==> src/rtl/gpr_wb_arbiter_pkg.sv <==
// rtl/gpr_wb_arbiter_pkg.sv - shared write-back constants, flag-op encodings and request record
package gpr_wb_arbiter_pkg;

    localparam int         WB_NREQ       = 3;
    localparam logic [4:0] REG_ADDR_FLAG = 5'd31;

    typedef enum logic [1:0] {
        FLAG_OP_DIS        = 2'b00,
        FLAG_OP_SET        = 2'b01,
        FLAG_OP_SET_AND_WR = 2'b10
    } flag_op_e;

    typedef struct packed {
        logic        we;
        logic        flag;
        logic [4:0]  addr;
        logic [31:0] data;
        logic [31:0] nflag;
    } wb_req_t;

    function automatic flag_op_e flag_op_of(input logic we, input logic flag);
        if (we && flag) return FLAG_OP_SET_AND_WR;
        if (flag)       return FLAG_OP_SET;
        return FLAG_OP_DIS;
    endfunction

endpackage

==> src/rtl/wb_scoreboard.sv <==
// rtl/wb_scoreboard.sv - per-register pending-write bits and decode read-hazard stall
module wb_scoreboard
    import gpr_wb_arbiter_pkg::*;
(
    input  logic        clk,
    input  logic        reset,
    input  logic        rsv_valid,
    input  logic [4:0]  rsv_addr,
    input  logic        rsv_flag,
    input  logic        wr_en,
    input  logic        flag_wr,
    input  logic [4:0]  wr_addr,
    input  logic [4:0]  rd_a1,
    input  logic [4:0]  rd_a2,
    output logic        stall,
    output logic [31:0] busy
);

    logic [31:0] set_mask;
    logic [31:0] clr_mask;

    always_comb begin
        set_mask = '0;
        clr_mask = '0;
        if (rsv_valid) set_mask[rsv_addr]      = 1'b1;
        if (rsv_flag)  set_mask[REG_ADDR_FLAG] = 1'b1;
        set_mask[0] = 1'b0;
        if (wr_en)     clr_mask[wr_addr]       = 1'b1;
        if (flag_wr)   clr_mask[REG_ADDR_FLAG] = 1'b1;
    end

    // Clear is applied first so a reservation on the commit edge survives.
    always_ff @(posedge clk or posedge reset) begin
        if (reset) busy <= '0;
        else       busy <= (busy & ~clr_mask) | set_mask;
    end

    assign stall = ((rd_a1 != 5'd0) && busy[rd_a1]) || ((rd_a2 != 5'd0) && busy[rd_a2]);

endmodule

==> src/rtl/gpr_wb_arbiter.sv <==
// rtl/gpr_wb_arbiter.sv - GPR write-back arbiter with registered register-file drive stage
// Optional round-robin arbitration when WB_RR_ARB_EN is defined; fixed priority otherwise.
module gpr_wb_arbiter
    import gpr_wb_arbiter_pkg::*;
#(
    parameter int NREQ = WB_NREQ
)
(
    input  logic              clk,
    input  logic              reset,
    input  logic [NREQ-1:0]   req_valid,
    output logic [NREQ-1:0]   req_ready,
    input  logic [NREQ-1:0]   req_we,
    input  logic [NREQ-1:0]   req_flag,
    input  logic [5*NREQ-1:0] req_addr,
    input  logic [32*NREQ-1:0] req_data,
    input  logic [32*NREQ-1:0] req_nflag,
    input  logic              rsv_valid,
    input  logic [4:0]        rsv_addr,
    input  logic              rsv_flag,
    input  logic [4:0]        rd_a1,
    input  logic [4:0]        rd_a2,
    output logic              stall,
    output logic [31:0]       busy,
    output logic              WE,
    output logic [1:0]        FlagOp,
    output logic [4:0]        AWr,
    output logic [31:0]       Din,
    output logic [31:0]       NFlag
);

    localparam int PW = (NREQ > 1) ? $clog2(NREQ) : 1;

    logic [NREQ-1:0] grant;
    logic [PW-1:0]   grant_idx;
    logic            grant_any;
    int              idx;
    wb_req_t         sel;
    flag_op_e        fop_q;

`ifdef WB_RR_ARB_EN
    logic [PW-1:0] ptr;

    always_ff @(posedge clk or posedge reset) begin
        if (reset)          ptr <= '0;
        else if (grant_any) ptr <= (int'(grant_idx) == NREQ - 1) ? '0 : grant_idx + PW'(1);
    end
`endif

    // Single search loop; only the starting index differs between the two schemes.
    always_comb begin
        grant     = '0;
        grant_idx = '0;
        grant_any = 1'b0;
        idx       = 0;
        for (int k = 0; k < NREQ; k++) begin
`ifdef WB_RR_ARB_EN
            idx = (int'(ptr) + k) % NREQ;
`else
            idx = k;
`endif
            if (!grant_any && !reset && req_valid[idx]) begin
                grant[idx] = 1'b1;
                grant_idx  = PW'(idx);
                grant_any  = 1'b1;
            end
        end
    end

    assign req_ready = grant;

    always_comb begin
        sel = '0;
        for (int i = 0; i < NREQ; i++) begin
            if (grant[i]) begin
                sel.we    = req_we[i];
                sel.flag  = req_flag[i];
                sel.addr  = req_addr[5*i +: 5];
                sel.data  = req_data[32*i +: 32];
                sel.nflag = req_nflag[32*i +: 32];
            end
        end
    end

    // Idle cycles drop the strobes but keep the last payload on AWr/Din/NFlag.
    always_ff @(posedge clk or posedge reset) begin
        if (reset) begin
            WE    <= 1'b0;
            fop_q <= FLAG_OP_DIS;
            AWr   <= '0;
            Din   <= '0;
            NFlag <= '0;
        end else if (grant_any) begin
            WE    <= sel.we;
            fop_q <= flag_op_of(sel.we, sel.flag);
            AWr   <= sel.addr;
            Din   <= sel.data;
            NFlag <= sel.nflag;
        end else begin
            WE    <= 1'b0;
            fop_q <= FLAG_OP_DIS;
        end
    end

    assign FlagOp = fop_q;

    wb_scoreboard u_scoreboard (
        .clk       (clk),
        .reset     (reset),
        .rsv_valid (rsv_valid),
        .rsv_addr  (rsv_addr),
        .rsv_flag  (rsv_flag),
        .wr_en     (WE),
        .flag_wr   (fop_q != FLAG_OP_DIS),
        .wr_addr   (AWr),
        .rd_a1     (rd_a1),
        .rd_a2     (rd_a2),
        .stall     (stall),
        .busy      (busy)
    );

endmodule

==> config.mk <==
export PLATFORM = sky130hd
export DESIGN_NAME = gpr_wb_arbiter
export DESIGN_NICKNAME = d
export VERILOG_FILES = /design/src/rtl/gpr_wb_arbiter_pkg.sv /design/src/rtl/wb_scoreboard.sv /design/src/rtl/gpr_wb_arbiter.sv
export SDC_FILE = /design/constraint.sdc
export NUM_CORES = 1
export LEC_CHECK = 0
export ABC_AREA = 1
export CELL_PAD_IN_SITES_DETAIL_PLACEMENT = 0
export CELL_PAD_IN_SITES_GLOBAL_PLACEMENT = 2
export CORE_ASPECT_RATIO = 0.8
export CORE_MARGIN = 4
export CORE_UTILIZATION = 19
export CTS_CLUSTER_SIZE = 28
export DETAILED_ROUTE_END_ITERATION = 6
export PLACE_DENSITY = 0.8
export SETUP_SLACK_MARGIN = 0.3
export SLEW_MARGIN = 20
export SYNTH_ARGS = -nofsm -noshare
export SYNTH_HDL_FRONTEND = slang
export SYNTH_SLANG_ARGS = --single-unit
==> constraint.sdc <==
create_clock -name clk -period 3.2 [get_ports clk]
set_input_delay 0.32 -clock clk [delete_from_list [all_inputs] [get_ports clk]]
set_output_delay 0.32 -clock clk [all_outputs]
set_load 0.005 [all_outputs]
==> results.md <==
- Status: finished clean
- Remaining Overflow, GRT: 0
- Final hold vios: 0
- Dpl hpwl: about 21000 um
- Commonest non-fill, non-tap cell in the layout: nand2_1
- Fmax: 0.390 GHz
- Row count: 56
- Crit Reg-Reg Startpoint: AWr[1]
- Crit Path Category: primary input to output port
- M1 GR Usage: between 20% and 30%
- Slowest stage delay, CP: between 0.5 and 0.6 ns
- Unique masters post-synth: 25
- Final instance area: ~9700 um2
- Sequential share of the synthesized area: 46.0%
- Pin count of the biggest net entering global routing: 73
- Final period util: 80.1%
- Hold_buf cts: 0
- Worst Hold Class: register to register
- DRC violation total after the first TritonRoute iteration: about 360
- R2R setup slack: 1.85 ns
- Port Buffers: 342
- RePlAce Congestion: roughly 0.84
- Die area: between 30000 and 40000 um2
- Drt pass-1 iters: 5
- RSZ-0062 raised after global routing: no
- Skew-Pair Late Insertion Delay: approximately 0.35 ns
- Cts bufs inserted: 9
- Htree depth: 3
- Most common cell on crit path: nand2_1
- Critical path endpoint category: output port
- Routed len/inst: approximately 18 um
- Net Count, Synth: about 1000
- Max clock buf depth: 2
- CP Cell Sequence: clkdlybuf4s50_1, inv_1, nand2_1, nand3_1, nand2_1, nand2_1, nand2_1, inv_1, nand2_1, nand2_1, nand2_1, inv_1, nand2_1, clkdlybuf4s50_1
- Final ANT Viol Nets: 0
- Syn Inst Count: between 700 and 800
- CTS tree: built
- Number of remaining DRC errors: 0
- Root buffer cell: clkbuf_16
- Starting density of the core: between 10% and 20%
- Final Max Slew Viols: 0
- Relative slew slack: a little under 50%
- Bufs and invs on worst path: 5
- Io pins: 343
- Reg2Reg Depth: 5
- Worst R2R End: u_scoreboard.busy[11]
- Req. time, crit path: around 2.9 ns
- Min Tclk post-route: approximately 2.6 ns
- Worst path slowest cell: clkdlybuf4s50_1
- Worst slew pin tran: 0.766 ns
- Clock sinks: between 100 and 150
- Post-cts sizing count: 0
- Top delay family on crit path: buffers and inverters
- Chip Height: between 150 and 200 um
- CORE AREA: 29400 um2
- Post-CTS Setup Bufs: 0
- Setup crit start: rd_a2[0]
- GRT Overall Usage: between 10% and 20%
- Avg Cell Area, Syn: between 7 and 8 um2
- Crit Path Max Fanout: 16
- Minimum hold slack: just under 0.5 ns
- Grt met2 use: 26.4%
- GR peak layer: met2
- Maximum vdd drop: 0.228 mV
- Clock Skew: roughly 0.0073 ns
- Via density per instance: 4.42
- Via Count: roughly 6600
- Worst path depth: 14
- Drt total wl: about 28000 um
- Final setup vio count: 0
- Leakage: a little over 4 nW
- Clk slew on worst S/H paths: 0.08 ns
- Die width: approximately 200 um
- Layout cells sized above 1: under 10%
- Area grow syn2layout: 71.7%
- Mapped cell area: between 5000 and 6000 um2
- Startpoint Class: primary input
- Yosys warns: 0
- Vias in the first global route: approximately 6600
- Met3 Track Usage GR: under 10%
- Max_cap viols: 0
- Placed Area: 9450 um2
- Worst EP arrival: between 2 and 2.5 ns
- #FFs+latches synth: 104
- Setup TNS after final layout: 0 ns
- Initial antenna violation count: 3
- CP endpoint: stall
- Fin nets: about 1400
- Most frequent cells in the layout: nand2_1, clkdlybuf4s50_1, dfrtp_1
- Global-route wire length before repair: just over 40000 um
- P per Cell Area: between 400 and 500 nW/um2
==> logic make-up (layout without fill, tap and decap cells) <==
| family | Yosys count | count (layout) | synth area share, % |
|---|---|---|---|
| flops | 104 | 104 | 46.0 |
| compound gates | 83 | 83 | 7.91 |
| other cells | 0 | 1 | 0 |
| simple gates | 498 | 498 | 37.9 |
| buf+inv | 102 | 435 | 8.16 |
==> stage by stage <==
stage | instances | power (mW) | setup WS [ns] | utilization [%]
finish | 1498 | 4.68 | 0.637 | 33.1
global route | 1498 | 5.00 | 0.422 | 33.1
CTS | 1497 | 4.77 | 0.634 | 33.1
detailed placement | 1481 | 3.66 | 0.643 | 32.2
global placement | 1481 | 3.67 | 0.646 | 32.2
floorplan | 787 | 2.44 | 0.582 | -
==> final cells by class <==
cell class	count	area (um2)
fill	3140	19600
tap	377	472
multi-input combinational	581	2590
clock buffer	10	229
sequential	104	2600
inverter	67	256
antenna	1	2.50
timing repair buffer	352	3520
clock inverter	6	36.3
==> sequential cells by signal, indices dropped and copies added (netlist names) <==
signal             cells
AWr                    5
Din                   32
FlagOp                 2
NFlag                 32
WE                     1
u_scoreboard.busy     32
==> worst min path at each step <==
stage,start,endpoint,slack (ns),cells past startpoint
CTS,Din[25],Din[25],0.49,2
detailed placement,NFlag[14],NFlag[14],0.47,2
global placement,NFlag[18],NFlag[18],0.47,2
floorplan,rsv_flag,u_scoreboard.busy[31],0.42,2
global route,Din[3],Din[3],0.50,2
finish,Din[25],Din[25],0.48,2
==> synth_stat cells, drive strengths merged <==
cell type / n / area (um2)
nand2: 355 / 1340
dfrtp: 104 / 2600
o21ai: 66 / 330
inv: 65 / 246
nand4: 64 / 400
nand3: 63 / 320
buf: 27 / 178
nor2: 11 / 63.8
clkbuf: 8 / 30.0
a21oi: 6 / 30.0
a22o: 5 / 43.8
nor3: 5 / 25.0
a22oi: 2 / 15.0
a31oi: 2 / 12.5
clkinv: 2 / 7.51
o211ai: 1 / 7.51
o41ai: 1 / 8.76
==> worst reg2reg max path: cells and delay by family (launching register included) <==
family                 cells  cell delay, ns
flip-flops                 1            0.42
AO/OA/AOI/OAI              2            0.29
AND/OR/NAND/NOR            1            0.22
buffers and inverters      2            0.30
==> metal layers <==
| layer | vias up | share of wire [%] |
|---|---|---|
| met5 | - | 0.098 |
| met1 | 3112 | 45 |
| met2 | 247 | 45 |
| met4 | 4 | 1.9 |
| li1 | 3229 | - |
| met3 | 36 | 7.2 |
==> where the power goes <==
part           switching, mW  total (mW)  internal, mW
Clock                  0.535        1.06         0.526
Sequential             0.260        1.86          1.60
Combinational          0.772        1.76         0.984
Total                   1.57        4.68          3.12
Power figures use the tool's default switching activity.
==> RTL change, RTL diff (same flow settings) <==
Change the package constant `WB_NREQ` from 3 to 5.
--- a/src/rtl/gpr_wb_arbiter_pkg.sv
+++ b/src/rtl/gpr_wb_arbiter_pkg.sv
@@ -1,7 +1,7 @@
 // rtl/gpr_wb_arbiter_pkg.sv - shared write-back constants, flag-op encodings and request record
 package gpr_wb_arbiter_pkg;
 
-    localparam int         WB_NREQ       = 3;
+    localparam int         WB_NREQ       = 5;
     localparam logic [4:0] REG_ADDR_FLAG = 5'd31;
 
     typedef enum logic [1:0] {
Ports: changed (7 resized); port bits go from 343 to 489. The function was not compared with the original's and may differ.
==> RTL change against the unedited design <==
Clock power grew 14%; die area rose by 17%; sequential cell count unchanged; synthesized area grew 18%; total power grew 13%; wire length up 51%; design area increased by 28%; worst setup slack got worse by 120 ps; non-clock buffer count rose by 155; critical path type unchanged; largest cell class unchanged; largest power group is now combinational cells.
==> RTL change: results (changes against the unedited design) <==
Outcome
  • Run status: finished clean (unchanged)

GRT
  • Combined global-route utilization of all metal layers: 21.1% (was 16.5%)
  • Largest net degree at the start of global routing: 71 (was 73)
  • Vias in the first global route: 9378 (was 6632)
  • Number of antenna violations at the first check in global routing: 12 (was 3)

Synthesis
  • Number of nets produced by synthesis: 1412 (was 1022)
  • Netlist cell types: 20 (was 25)
  • Top post-synthesis cells by area: sky130_fd_sc_hd__dfrtp_1, sky130_fd_sc_hd__nand2_1, sky130_fd_sc_hd__nand3_1 (was sky130_fd_sc_hd__dfrtp_1, sky130_fd_sc_hd__nand2_1, sky130_fd_sc_hd__nand4_1)
  • Synthesized-area fraction occupied by ao, oa, aoi and oai cells: 10.1% (was 7.92%)
  • Top cell types by occurrence after synthesis: sky130_fd_sc_hd__nand2_1, sky130_fd_sc_hd__nand3_1, sky130_fd_sc_hd__dfrtp_1 (was sky130_fd_sc_hd__nand2_1, sky130_fd_sc_hd__dfrtp_1, sky130_fd_sc_hd__nand4_1)
  • Post-Syn Instances: 1033 (was 787)

Hold path
  • Hold path depth: 3 (was 2)
  • Kind of path behind the tightest hold check: input pin to register (was register to register)
  • Origin of the worst min-delay path: req_nflag[148] (was Din[25])

Final layout
  • Final net count: 1873 (was 1350)

Power
  • Net switching component of the power: 1.81 mW (was 1.57 mW)
  • Cell leakage power: 5.27 nW (was 4.12 nW)

STA
  • Worst-margin pin slew: 902 ps (was 766 ps)
  • Tightest hold margin: 511 ps (was 484 ps)

Placed design
  • Routability cong.: 0.871 (was 0.838)
  • Post-detailed-placement cell area: 12100 sq um (was 9450 sq um)
  • Placed Instances: 1955 (was 1481)
  • Placement Setup Slack: 539 ps (was 643 ps)
  • Detailed placer's ending HPWL: 33000 um (was 21200 um)

Setup path
  • Critical path launch point: rd_a2[1] (was rd_a2[0])
  • CP Data Arrival Time: 2360 ps (was 2240 ps)
  • Biggest cell delay along the critical path: 660 ps (was 510 ps)
  • End of the worst register-to-register path: u_scoreboard.busy[31] (was u_scoreboard.busy[11])

Route
  • Iteration-0 DRC Markers: 510 (was 363)
  • Vias after detailed routing: 9013 (was 6628)
-- RTL change: cell count changes after synthesis, sizes merged, moves of 3 or more --
cell,before,now
nand2,355,378
o21ai,66,61
clkbuf,8,28
a22o,5,0
inv,65,62
a21oi,6,72
nand4,64,0
nand3,63,276
-- RTL change: power groups by stage --
stage	logic [mW]	clock network [mW]	registers [mW]
2_1_floorplan	0.684	0	1.86
3_3_place_gp	2.13	0	1.97
3_5_place_dp	2.13	0	1.97
4_1_cts	2.14	1.27	1.95
5_1_grt	2.32	1.31	1.99
6_report	2.11	1.21	1.95
-- RTL change: final cells by class --
class | count | area, sq um
Antenna cell | 5 | 12.5
Clock inverter | 5 | 63.8
Timing Repair Buffer | 507 | 5060
Tap cell | 472 | 591
Inverter | 64 | 244
Multi-Input combinational cell | 808 | 3600
Sequential cell | 104 | 2600
Fill cell | 3761 | 22300
Clock buffer | 11 | 243
-- RTL change: worst max path at each step --
stage | endpoint | slack (ps)
final | stall | 520
after CTS | stall | 520
after global routing | stall | 320
after floorplan | req_ready[4] | 480
after global placement | stall | 540
after detailed placement | stall | 540
-- RTL change: routing by layer --
layer | track usage (%) | wire length [um] | up-vias
met3 | 6.99 | 3640 | 56
met2 | 37.1 | 20400 | 373
met1 | 24.4 | 16600 | 4234
met4 | 6.33 | 1040 | 2
li1 | - | - | 4348
met5 | 0 | 8 | -
-- RTL change: worst register-to-register path, cell delays in order, from the launching register on --
cell and delay, ps:
sky130_fd_sc_hd__dfrtp_1 540, sky130_fd_sc_hd__inv_1 150, sky130_fd_sc_hd__nor3_1 300, sky130_fd_sc_hd__nand2_1 130
sky130_fd_sc_hd__a21oi_1 160, sky130_fd_sc_hd__o21ai_0 100
